--- config.mk ---
export PLATFORM = sky130hd
export DESIGN_NAME = u62_serial_port
export DESIGN_NICKNAME = d
export VERILOG_FILES = /design/src/rtl/u62_pkg.sv /design/src/rtl/u62_serial_port_sync_edge_detect.sv /design/src/rtl/u62_serial_port.sv
export SDC_FILE = /design/constraint.sdc
export NUM_CORES = 1
export LEC_CHECK = 0
export CAP_MARGIN = 30
export CELL_PAD_IN_SITES_DETAIL_PLACEMENT = 0
export CELL_PAD_IN_SITES_GLOBAL_PLACEMENT = 1
export CORE_ASPECT_RATIO = 2
export CORE_UTILIZATION = 47
export CTS_CLUSTER_DIAMETER = 50
export CTS_CLUSTER_SIZE = 24
export DETAILED_ROUTE_END_ITERATION = 6
export PLACE_DENSITY_LB_ADDON = 0.08
export SETUP_SLACK_MARGIN = 0.4
export SYNTH_ARGS = -nofsm -noshare
export SYNTH_HDL_FRONTEND = slang
export SYNTH_HIERARCHICAL = 1
export SYNTH_SLANG_ARGS = --single-unit
--- constraint.sdc ---
create_clock -name PI_CLK -period 3.11 [get_ports PI_CLK]
set_input_delay 0.622 -clock PI_CLK [delete_from_list [all_inputs] [get_ports PI_CLK]]
set_output_delay 0.622 -clock PI_CLK [all_outputs]
set_load 0.05 [all_outputs]
--- src/rtl/u62_pkg.sv ---
`default_nettype none
// +----------------------------------------------------------------------+
// | Package     : u62_pkg                                                |
// | Description : Shared command codes and FSM state encoding for the    |
// |               CDTV front-panel (U62) serial link responder.          |
// | Revision    : 1.0 - initial release                                  |
// +----------------------------------------------------------------------+
package u62_pkg;

  // Front-panel command byte codes sent by U62
  localparam logic [7:0] CMD_PLAY_CODE   = 8'h80;
  localparam logic [7:0] CMD_STOP_CODE   = 8'h60;
  localparam logic [7:0] CMD_REWIND_CODE = 8'h20;
  localparam logic [7:0] CMD_FF_CODE     = 8'h40;
  localparam logic [7:0] CMD_IDLE_CODE   = 8'h08;

  // Link FSM states: receive command, wait for turnaround fall, send status
  typedef enum logic [1:0] {
    ST_IDLE = 2'd0,
    ST_RX   = 2'd1,
    ST_TURN = 2'd2,
    ST_TX   = 2'd3
  } state_t;

endpackage
`default_nettype wire

--- src/rtl/u62_serial_port_sync_edge_detect.sv ---
`default_nettype none
// +----------------------------------------------------------------------+
// | Module      : sync_edge_detect                                       |
// | Description : Multi-flop synchroniser for an asynchronous input with |
// |               single-cycle rise/fall pulses from the synced copy.    |
// | Revision    : 1.0 - initial release                                  |
// +----------------------------------------------------------------------+
module sync_edge_detect #(
  parameter int   SYNC_STAGES = 2,
  parameter logic RESET_VAL   = 1'b1
) (
  input  logic clk,
  input  logic rst_n,
  input  logic i_din,
  output logic o_rise,
  output logic o_fall
);

  logic [SYNC_STAGES-1:0] r_sync;
  logic                   r_dly;

  // Synchroniser chain plus one extra delayed copy for edge comparison
  always_ff @(posedge clk) begin
    if (!rst_n) begin
      r_sync <= {SYNC_STAGES{RESET_VAL}};
      r_dly  <= RESET_VAL;
    end else begin
      r_sync <= {r_sync[SYNC_STAGES-2:0], i_din};
      r_dly  <= r_sync[SYNC_STAGES-1];
    end
  end

  assign o_rise = r_sync[SYNC_STAGES-1] & ~r_dly;
  assign o_fall = ~r_sync[SYNC_STAGES-1] & r_dly;

endmodule
`default_nettype wire

--- src/rtl/u62_serial_port.sv ---
`default_nettype none
// +----------------------------------------------------------------------+
// | Module      : u62_serial_port                                        |
// | Description : Drive-side responder for the U62 front-panel serial    |
// |               link: receives a command byte, returns a status byte,  |
// |               and decodes commands into one-cycle pulses.            |
// | Revision    : 1.0 - initial release                                  |
// +----------------------------------------------------------------------+
module u62_serial_port
  import u62_pkg::*;
#(
  parameter int         SYNC_STAGES    = 2,
  parameter int         TIMEOUT_CYCLES = 200000,
  parameter logic [7:0] PLAY_CODE      = CMD_PLAY_CODE,
  parameter logic [7:0] STOP_CODE      = CMD_STOP_CODE,
  parameter logic [7:0] REWIND_CODE    = CMD_REWIND_CODE,
  parameter logic [7:0] FF_CODE        = CMD_FF_CODE,
  parameter logic [7:0] IDLE_CODE      = CMD_IDLE_CODE
) (
  input  logic       PI_CLK,
  input  logic       RESET_n,
  input  logic       SCK,
  input  logic       SDATA_IN,
  output logic       SDATA_OUT,
  output logic       SDATA_OE,
  input  logic [7:0] FP_STATUS,
  output logic [7:0] FP_COMMAND,
  output logic       CMD_VALID,
  output logic       CMD_PLAY,
  output logic       CMD_STOP,
  output logic       CMD_REWIND,
  output logic       CMD_FF,
  output logic       CMD_IDLE,
  output logic       CMD_UNKNOWN,
  output logic       FRAME_ERROR,
  output logic       BUSY
);

  localparam int c_TO_W = (TIMEOUT_CYCLES > 2) ? $clog2(TIMEOUT_CYCLES) : 1;
  localparam logic [c_TO_W-1:0] c_TO_LAST = c_TO_W'(TIMEOUT_CYCLES - 1);

  // Synchronised SCK edges and SDATA sample
  logic                   w_sck_rise;
  logic                   w_sck_fall;
  logic [SYNC_STAGES-1:0] r_sdata_sync;
  logic                   w_sdata;

  // FSM / datapath registers
  state_t                 r_state;
  logic [3:0]             r_bit_cnt;
  logic [7:0]             r_rx_shift;
  logic [7:0]             r_tx_shift;
  logic                   r_oe;
  logic                   r_out;
  logic [c_TO_W-1:0]      r_to_cnt;

  // Next-state values
  state_t                 w_state_nxt;
  logic [3:0]             w_bit_nxt;
  logic [7:0]             w_rx_nxt;
  logic [7:0]             w_tx_nxt;
  logic                   w_oe_nxt;
  logic                   w_out_nxt;
  logic [c_TO_W-1:0]      w_to_nxt;
  logic                   w_timeout;
  logic                   w_cmd_load;
  logic                   w_frame_err;

  // Registered command outputs
  logic [7:0]             r_fp_command;
  logic                   r_cmd_valid;
  logic                   r_cmd_play;
  logic                   r_cmd_stop;
  logic                   r_cmd_rewind;
  logic                   r_cmd_ff;
  logic                   r_cmd_idle;
  logic                   r_cmd_unknown;
  logic                   r_frame_error;

  sync_edge_detect #(
    .SYNC_STAGES (SYNC_STAGES),
    .RESET_VAL   (1'b1)
  ) u_sck_sync (
    .clk    (PI_CLK),
    .rst_n  (RESET_n),
    .i_din  (SCK),
    .o_rise (w_sck_rise),
    .o_fall (w_sck_fall)
  );

  // SDATA synchroniser; same depth as SCK so data lines up with the edge pulse
  always_ff @(posedge PI_CLK) begin
    if (!RESET_n) begin
      r_sdata_sync <= {SYNC_STAGES{1'b1}};
    end else begin
      r_sdata_sync <= {r_sdata_sync[SYNC_STAGES-2:0], SDATA_IN};
    end
  end

  assign w_sdata = r_sdata_sync[SYNC_STAGES-1];

  // FSM state and shift/counter registers
  always_ff @(posedge PI_CLK) begin
    if (!RESET_n) begin
      r_state    <= ST_IDLE;
      r_bit_cnt  <= 4'd0;
      r_rx_shift <= 8'h00;
      r_tx_shift <= 8'h00;
      r_oe       <= 1'b0;
      r_out      <= 1'b0;
      r_to_cnt   <= '0;
    end else begin
      r_state    <= w_state_nxt;
      r_bit_cnt  <= w_bit_nxt;
      r_rx_shift <= w_rx_nxt;
      r_tx_shift <= w_tx_nxt;
      r_oe       <= w_oe_nxt;
      r_out      <= w_out_nxt;
      r_to_cnt   <= w_to_nxt;
    end
  end

  // Next-state logic: bit sequencing, status shifting and timeout abort
  always_comb begin
    w_state_nxt = r_state;
    w_bit_nxt   = r_bit_cnt;
    w_rx_nxt    = r_rx_shift;
    w_tx_nxt    = r_tx_shift;
    w_oe_nxt    = r_oe;
    w_out_nxt   = r_out;
    w_cmd_load  = 1'b0;
    w_frame_err = 1'b0;
    w_to_nxt    = r_to_cnt + 1'b1;
    // Any SCK edge in the terminal cycle wins over the abort
    w_timeout   = (r_to_cnt == c_TO_LAST) && !w_sck_rise && !w_sck_fall;

    if (w_sck_rise || w_sck_fall) begin
      w_to_nxt = '0;
    end

    case (r_state)
      ST_IDLE: begin
        w_to_nxt = '0;
        if (w_sck_fall) begin
          w_state_nxt = ST_RX;
          w_bit_nxt   = 4'd0;
        end
      end
      ST_RX: begin
        if (w_sck_rise) begin
          w_rx_nxt = {r_rx_shift[6:0], w_sdata};
          if (r_bit_cnt == 4'd7) begin
            w_cmd_load  = 1'b1;
            w_tx_nxt    = FP_STATUS;
            w_state_nxt = ST_TURN;
            w_bit_nxt   = 4'd8;
          end else begin
            w_bit_nxt = r_bit_cnt + 4'd1;
          end
        end
      end
      ST_TURN: begin
        if (w_sck_fall) begin
          w_oe_nxt    = 1'b1;
          w_out_nxt   = r_tx_shift[7];
          w_bit_nxt   = 4'd0;
          w_state_nxt = ST_TX;
        end
      end
      ST_TX: begin
        if (w_sck_rise) begin
          if (r_bit_cnt < 4'd8) begin
            w_bit_nxt = r_bit_cnt + 4'd1;
          end
        end else if (w_sck_fall) begin
          if (r_bit_cnt < 4'd8) begin
            w_tx_nxt  = {r_tx_shift[6:0], 1'b0};
            w_out_nxt = r_tx_shift[6];
          end else begin
            // Status byte done; this fall starts the next command byte
            w_oe_nxt    = 1'b0;
            w_out_nxt   = 1'b0;
            w_bit_nxt   = 4'd0;
            w_state_nxt = ST_RX;
          end
        end
      end
      default: begin
        w_state_nxt = ST_IDLE;
      end
    endcase

    if ((r_state != ST_IDLE) && w_timeout) begin
      // A quiet link right after a status byte is a normal end, not an error
      w_frame_err = !((r_state == ST_RX) && (r_bit_cnt == 4'd0));
      w_state_nxt = ST_IDLE;
      w_bit_nxt   = 4'd0;
      w_rx_nxt    = 8'h00;
      w_oe_nxt    = 1'b0;
      w_out_nxt   = 1'b0;
      w_to_nxt    = '0;
    end
  end

  // Command capture and decode pulses, one cycle after the 8th bit
  always_ff @(posedge PI_CLK) begin
    if (!RESET_n) begin
      r_fp_command  <= 8'h00;
      r_cmd_valid   <= 1'b0;
      r_cmd_play    <= 1'b0;
      r_cmd_stop    <= 1'b0;
      r_cmd_rewind  <= 1'b0;
      r_cmd_ff      <= 1'b0;
      r_cmd_idle    <= 1'b0;
      r_cmd_unknown <= 1'b0;
      r_frame_error <= 1'b0;
    end else begin
      r_cmd_valid   <= w_cmd_load;
      r_cmd_play    <= w_cmd_load && (w_rx_nxt == PLAY_CODE);
      r_cmd_stop    <= w_cmd_load && (w_rx_nxt == STOP_CODE);
      r_cmd_rewind  <= w_cmd_load && (w_rx_nxt == REWIND_CODE);
      r_cmd_ff      <= w_cmd_load && (w_rx_nxt == FF_CODE);
      r_cmd_idle    <= w_cmd_load && (w_rx_nxt == IDLE_CODE);
      r_cmd_unknown <= w_cmd_load && (w_rx_nxt != PLAY_CODE) &&
                       (w_rx_nxt != STOP_CODE) && (w_rx_nxt != REWIND_CODE) &&
                       (w_rx_nxt != FF_CODE) && (w_rx_nxt != IDLE_CODE);
      r_frame_error <= w_frame_err;
      if (w_cmd_load) begin
        r_fp_command <= w_rx_nxt;
      end
    end
  end

  assign SDATA_OUT   = r_out;
  assign SDATA_OE    = r_oe;
  assign FP_COMMAND  = r_fp_command;
  assign CMD_VALID   = r_cmd_valid;
  assign CMD_PLAY    = r_cmd_play;
  assign CMD_STOP    = r_cmd_stop;
  assign CMD_REWIND  = r_cmd_rewind;
  assign CMD_FF      = r_cmd_ff;
  assign CMD_IDLE    = r_cmd_idle;
  assign CMD_UNKNOWN = r_cmd_unknown;
  assign FRAME_ERROR = r_frame_error;
  assign BUSY        = (r_state != ST_IDLE);

endmodule
`default_nettype wire

==> results of run 1 <==
## flip-flops by register name, summed over array words and instances, names as in the netlist, 2 cells and up
register / flops
FP_COMMAND: 8
r_bit_cnt: 4
r_rx_shift: 8
r_sdata_sync: 2
r_state: 2
r_to_cnt: 18
r_tx_shift: 8
u_sck_sync/r_sync: 2
## layout by cell type (no fill, tap or decap), types with 3 or more instances in the layout
cell type and n:
xnor2_1 11, nor2b_1 13, clkbuf_16 9, o211a_1 8, nand2b_1 6, or4b_1 4
a31oi_1 3, o21ai_0 3, a21boi_0 3, a211oi_1 3, or3_1 3, nor3_1 7
clkbuf_8 3, nor2_1 38, clkdlybuf4s50_1 30, a21oi_1 7, nand3_1 10, xor2_1 5
dfxtp_1 63, nor4_1 4, mux2i_1 14, ha_1 8, mux2_2 8, nand2_1 22
inv_1 14, nand4_1 3
## synthesized netlist by cell type, drive strengths merged (6+ instances only)
| master | number | area share |
|---|---|---|
| dfxtp | 63 | 0.44 |
| nor2 | 39 | 0.053 |
| nand2 | 24 | 0.033 |
| inv | 14 | 0.018 |
| mux2i | 14 | 0.049 |
| nor2b | 14 | 0.030 |
| nand3 | 11 | 0.021 |
| xnor2 | 11 | 0.033 |
| ha | 8 | 0.035 |
| mux2 | 8 | 0.031 |
| o211a | 8 | 0.028 |
| a21oi | 7 | 0.012 |
| nor3 | 7 | 0.012 |
| nand2b | 6 | 0.013 |
| nor4 | 6 | 0.020 |
## where the power goes
part,internal [mW],switching [mW]
sequential,0.824,0.0148
combinational,0.0967,0.160
clock,0.682,0.331
total,1.60,0.506
## logic make-up after synthesis
| kind of cell | Yosys count |
|---|---|
| simple gates | 132 |
| flops | 63 |
| compound gates | 39 |
| buf+inv | 22 |
| mux | 22 |
| xor+xnor | 16 |
| fa+ha+maj | 8 |
## stage by stage
step | instances | worst slack (ns)
5_1_grt | 405 | 0.457
3_3_place_gp | 389 | 0.740
4_1_cts | 405 | 0.569
3_5_place_dp | 389 | 0.619
6_report | 405 | 0.593
2_1_floorplan | 302 | 1.14
## worst max path at each step
stage	to	slack, ns	depth (start not counted)
6_report	BUSY	0.59	4
5_1_grt	BUSY	0.46	4
4_1_cts	BUSY	0.57	4
3_5_place_dp	CMD_IDLE	0.62	6
3_3_place_gp	CMD_IDLE	0.74	6
2_1_floorplan	CMD_IDLE	1.14	7
## repair_timing
action / 4_1_cts / 5_1_grt
resized for setup: 0 / 1
setup buffers: 0 / 0
setup endpoints to repair: 0 / 3
## routing by layer
| layer | global-route usage | up-vias |
|---|---|---|
| met5 | 0 | - |
| met1 | 0.193 | 1006 |
| met2 | 0.347 | 28 |
| met4 | 0.124 | 0 |
| met3 | 0.0389 | 11 |
| li1 | - | 1122 |
## area by class of cell
cell class | count | area (µm²) | area share
Multi-Input combinational cell | 217 | 1530 | 0.430
Sequential cell | 63 | 1260 | 0.356
Timing Repair Buffer | 32 | 315 | 0.0890
Clock buffer | 13 | 270 | 0.0763
Tap cell | 63 | 78.8 | 0.0222
Inverter | 14 | 52.6 | 0.0148
Clock inverter | 3 | 40.0 | 0.0113
==> results_dict.tcl, run 1 <==
set metrics [dict create \
    synth_nets 322 \
    dr_total_vias 2167 \
    cts_tree "done" \
    antennaDiodeCount 0 \
    first_global_vias 2066 \
    clk-insertion-delay-late_ns 0.32 \
    rsz0062_at_grt "no" \
    cts_buffers 9 \
    hold_violations 0 \
    maxSlewViolCount 0 \
    antenna_found_initial 0 \
    synth_edf_count 0 \
    drtIter0Drc 70 \
    crit_path_end_kind "output port" \
    met1_length_mm 2.26 \
    hp-start "r_sdata_sync[0]" \
    wl_mm 5.64 \
    syn-cell-area_um2 2890 \
    max_cap_violations 0 \
    dr.pass1.iters 6 \
    min_period_ns 2.52 \
    ys_warn_count 6 \
    max_freq_mhz 397 \
    crit_path_max_fanout 4 \
    slew-limit-headroom 0.582 \
    avgSynthCellArea_um2 9.57 \
    top_layer_used "met4" \
    crit_path_start_kind "register" \
    p_per_area_nw_per_um2 595 \
    whs_endpoint "r_sdata_sync[1]" \
    gp_congestion 0.750 \
    leakage_nw 1.46 \
    die_area_um2 6480 \
    cts_buffer_depth 2 \
    muxShareOfSynthArea 0.0797 \
    synth_compound_area_frac 0.104 \
    synth_simple_gate_area_share 0.260 \
    grt_pass1_wl_mm 9.40 \
    grt_max_degree 25 \
    core_um2 5960 \
    async_flop_share 0 \
    finClkSkew_ns 0.00606 \
    tightest_slew_ns 0.627 \
    status "finished, violations left" \
    drc_errors 3 \
    place_area_um2 3230 \
    postSynthCellCount 302 \
    avgViaCountPerCell 5.35 \
    design_area_um2 3540 \
    ant_nets 0 \
    grt.total_usage 0.192 \
    clkSlewWorstSetupHoldPaths_ns 0.05 \
    io_buffers 30 \
    fill_cells 570 \
    hold_ws_ns 0.405 \
    fin_crit_sh 0.809 \
    r2r-start "r_state[1]" \
    crit_path_frequent_cell "inv_1" \
    ys_seq_elements 63 \
    clockRootBuffer "clkbuf_16" \
    rr_worst_depth 7 \
    violations "DRC" \
    io_pins 31 \
    die_h_um 113 \
    arrival_ns 1.89 \
    wl_met2_mm 3.10 \
    ctsHoldBuffers 0 \
    wl_met3_um 111 \
    num_rows 40 \
    hpwl_mm 4.18 \
    syn2layout_area_growth_pct 22.7 \
    wl_per_cell_um 13.9 \
    cp.buffers_inverters 3 \
    synth_top_family_by_area "simple AND/OR/NAND/NOR gates" \
    final_util 0.595 \
    htreeDepth 3 \
    whs_path_depth 1 \
    ys.flop_type "dfxtp_1" \
    start_util 0.485 \
    r2r_setup_slack_ns 0.66 \
    ir_drop_uv 505 \
    final_nets 357 \
    crit_slowest_cell "clkdlybuf4s50_1" \
    cpLargestDelayFamily "buffers and inverters" \
    hold_class "reg -> reg" \
    power_mw 2.11 \
    synth_fa_ha_area_frac 0.0346 \
    setup_violations 0 \
    cts_sinks 63 \
    synth_xor_area_frac 0.0485 \
    critPathRequiredTime_ns 2.49 \
    overflow 0 \
    yosysSeqAreaShare 0.437 \
    cp_slowest_stage_delay_ns 0.79 \
    synth_cell_type_count 54 \
    reg2reg_to "CMD_IDLE" \
    critPathKind "reg -> out" \
    crit_chain "inv_1, ha_1, inv_1, clkdlybuf4s50_1" \
    drive_above_1_share 0.114 \
    fin_tns_setup_ns 0 \
    fp.dieW_um 57.4 \
    crit_path_start "r_state[0]" \
]
Note: power is estimated with default switching activity, not from simulation.
==> inputs of run 2 (changes only) <==
--- a/config.mk
+++ b/config.mk
@@ -9,7 +9,7 @@
 export CELL_PAD_IN_SITES_DETAIL_PLACEMENT = 0
 export CELL_PAD_IN_SITES_GLOBAL_PLACEMENT = 1
 export CORE_ASPECT_RATIO = 2
-export CORE_UTILIZATION = 47
+export CORE_UTILIZATION = 43
 export CTS_CLUSTER_DIAMETER = 50
 export CTS_CLUSTER_SIZE = 24
 export DETAILED_ROUTE_END_ITERATION = 6
==> constraint.sdc (replaced) <==
create_clock -name PI_CLK -period 2.34 [get_ports PI_CLK]
set_input_delay 0.468 -clock PI_CLK [delete_from_list [all_inputs] [get_ports PI_CLK]]
set_output_delay 0.468 -clock PI_CLK [all_outputs]
set_load 0.05 [all_outputs]
==> results_dict.tcl, run 2 (same netlist as run 1, synthesis figures left out) <==
set metrics [dict create \
    hold_violations 0 \
    critPathRequiredTime_ns 2.59 \
    num_rows 41 \
    ant_nets 0 \
    mostFrequentLayoutCells "dfxtp_1 (61), nor2_1 (37), nand2_1 (22), clkdlybuf4s50_1 (19)" \
    hpwl_mm 4.34 \
    gp_congestion 0.864 \
    max_freq_mhz 525 \
    fin_tns_setup_ns 0 \
    maxSlewViolCount 0 \
    antennaDiodeCount 0 \
    place_area_um2 3310 \
    syn2layout_area_growth_pct 28.8 \
    core_um2 6410 \
    htreeDepth 3 \
    cts_sinks 63 \
    drc_errors 0 \
    die_area_um2 7070 \
    crit_path_start_kind "register" \
    drive_above_1_share 0.167 \
    fp.dieW_um 60.0 \
    crit_path_end_kind "register" \
    wl_mm 6.02 \
    cts_tree "done" \
    io_pins 31 \
    critPathKind "reg -> reg" \
    cpLargestDelayFamily "simple AND/OR/NAND/NOR gates" \
    grt_max_degree 25 \
    layout_commonest_cell "dfxtp_1" \
    final_nets 368 \
    finClkSkew_ns 0.00662 \
    cp_slowest_stage_delay_ns 0.36 \
    ir_drop_uv 525 \
    crit_chain "nor2b_4, buf_4, and3_1, or3_1, a31o_2, or3_4, nor3_1" \
    antenna_found_initial 0 \
    grt.total_usage 0.195 \
    tightest_slew_ns 0.505 \
    arrival_ns 2.16 \
    hold_class "reg -> reg" \
    cts_buffer_depth 2 \
    clk-insertion-delay-late_ns 0.33 \
    wl_per_cell_um 13.7 \
    status "finished, final reports clean" \
    clkSlewWorstSetupHoldPaths_ns 0.05 \
    clockRootBuffer "clkbuf_16" \
    start_util 0.451 \
    cp.buffers_inverters 1 \
    largest_reg_flops 18 \
    min_period_ns 1.91 \
    p_per_area_nw_per_um2 776 \
    cts_buffers 9 \
    setup_violations 0 \
    avgViaCountPerCell 5.18 \
    io_buffers 30 \
    rsz0062_at_grt "yes" \
    crit_path_max_fanout 7 \
    drtIter0Drc 98 \
    slew-limit-headroom 0.663 \
    dp.cells 419 \
    power_mw 2.89 \
    design_area_um2 3720 \
    dr_total_vias 2276 \
    max_cap_violations 0 \
    dr.pass1.iters 5 \
    die_h_um 118 \
    top_register "r_to_cnt" \
    grt_pass1_wl_mm 10.3 \
    fin_crit_sh 0.815 \
    layoutNonFillerInstCount 439 \
    crit_slowest_cell "or3_4" \
    overflow 0 \
    first_global_vias 2289 \
    leakage_nw 1.64 \
]
-- run 2: changes by cell type in the layout (fill, tap and decap cells not counted), moves of 3 or more --
cell             previous run  this run
clkdlybuf4s50_1            30        19
dlygate4sd2_1               0         5
dlymetal6s2s_1              0         5
ha_1                        8         5
buf_4                       2        14
-- run 2: final cells by class --
type / instances / area [µm²]
sequential: 63 / 1270
timing repair buffer: 43 / 402
tap: 86 / 108
fill: 590 / 2690
inverter: 14 / 52.6
clock buffer: 14 / 274
clock inverter: 2 / 37.5
multi-input combinational: 217 / 1580
-- run 2: path summary, 6_finish.rpt --
check	from	endpoint	slack, ns	depth (start not counted)
hold reg to reg	u_sck_sync/r_sync[0]	u_sck_sync/r_sync[1]	0.41	1
setup reg to reg	u_sck_sync/r_sync[1]	CMD_STOP	0.43	7
hold / removal	u_sck_sync/r_sync[0]	u_sck_sync/r_sync[1]	0.41	1
setup / recovery	u_sck_sync/r_sync[1]	CMD_STOP	0.43	7
-- run 2: power breakdown --
part           switching (mW)  internal [mW]  leakage, nW  total (mW)
clock                   0.452          0.911        0.149        1.36
sequential             0.0237           1.10        0.510        1.12
combinational           0.231          0.169        0.981       0.401
total                   0.707           2.18         1.64        2.89
-- run 2: per-stage QoR --
step / hold WS, ns / utilization / worst slack (ns)
6_report: 0.409 / 0.580 / 0.434
5_1_grt: 0.457 / 0.580 / 0.355
4_1_cts: 0.411 / 0.572 / 0.360
3_5_place_dp: 0.399 / 0.516 / 0.134
3_3_place_gp: 0.400 / 0.516 / 0.209
2_1_floorplan: 0.386 / - / 0.415
-- run 2: per-layer routing --
layer,GRT usage,share of wire
met5,0,0
met4,0.105,0.034
met3,0.0527,0.025
met1,0.201,0.39
met2,0.340,0.55
-- run 2: repair_timing --
item	in CTS	in global routing
pin swaps	0	4
setup buffers	2	2
gates resized for setup	14	12
setup endpoints to repair	45	45
hold buffers	0	0
-- run 2: worst reg2reg max path: stages (launching register included) --
cell     delay (ns)
dfxtp_1        0.32
nor2b_4        0.15
buf_4          0.15
and3_1         0.15
or3_1          0.30
a31o_2         0.24
or3_4          0.36
nor3_1         0.16
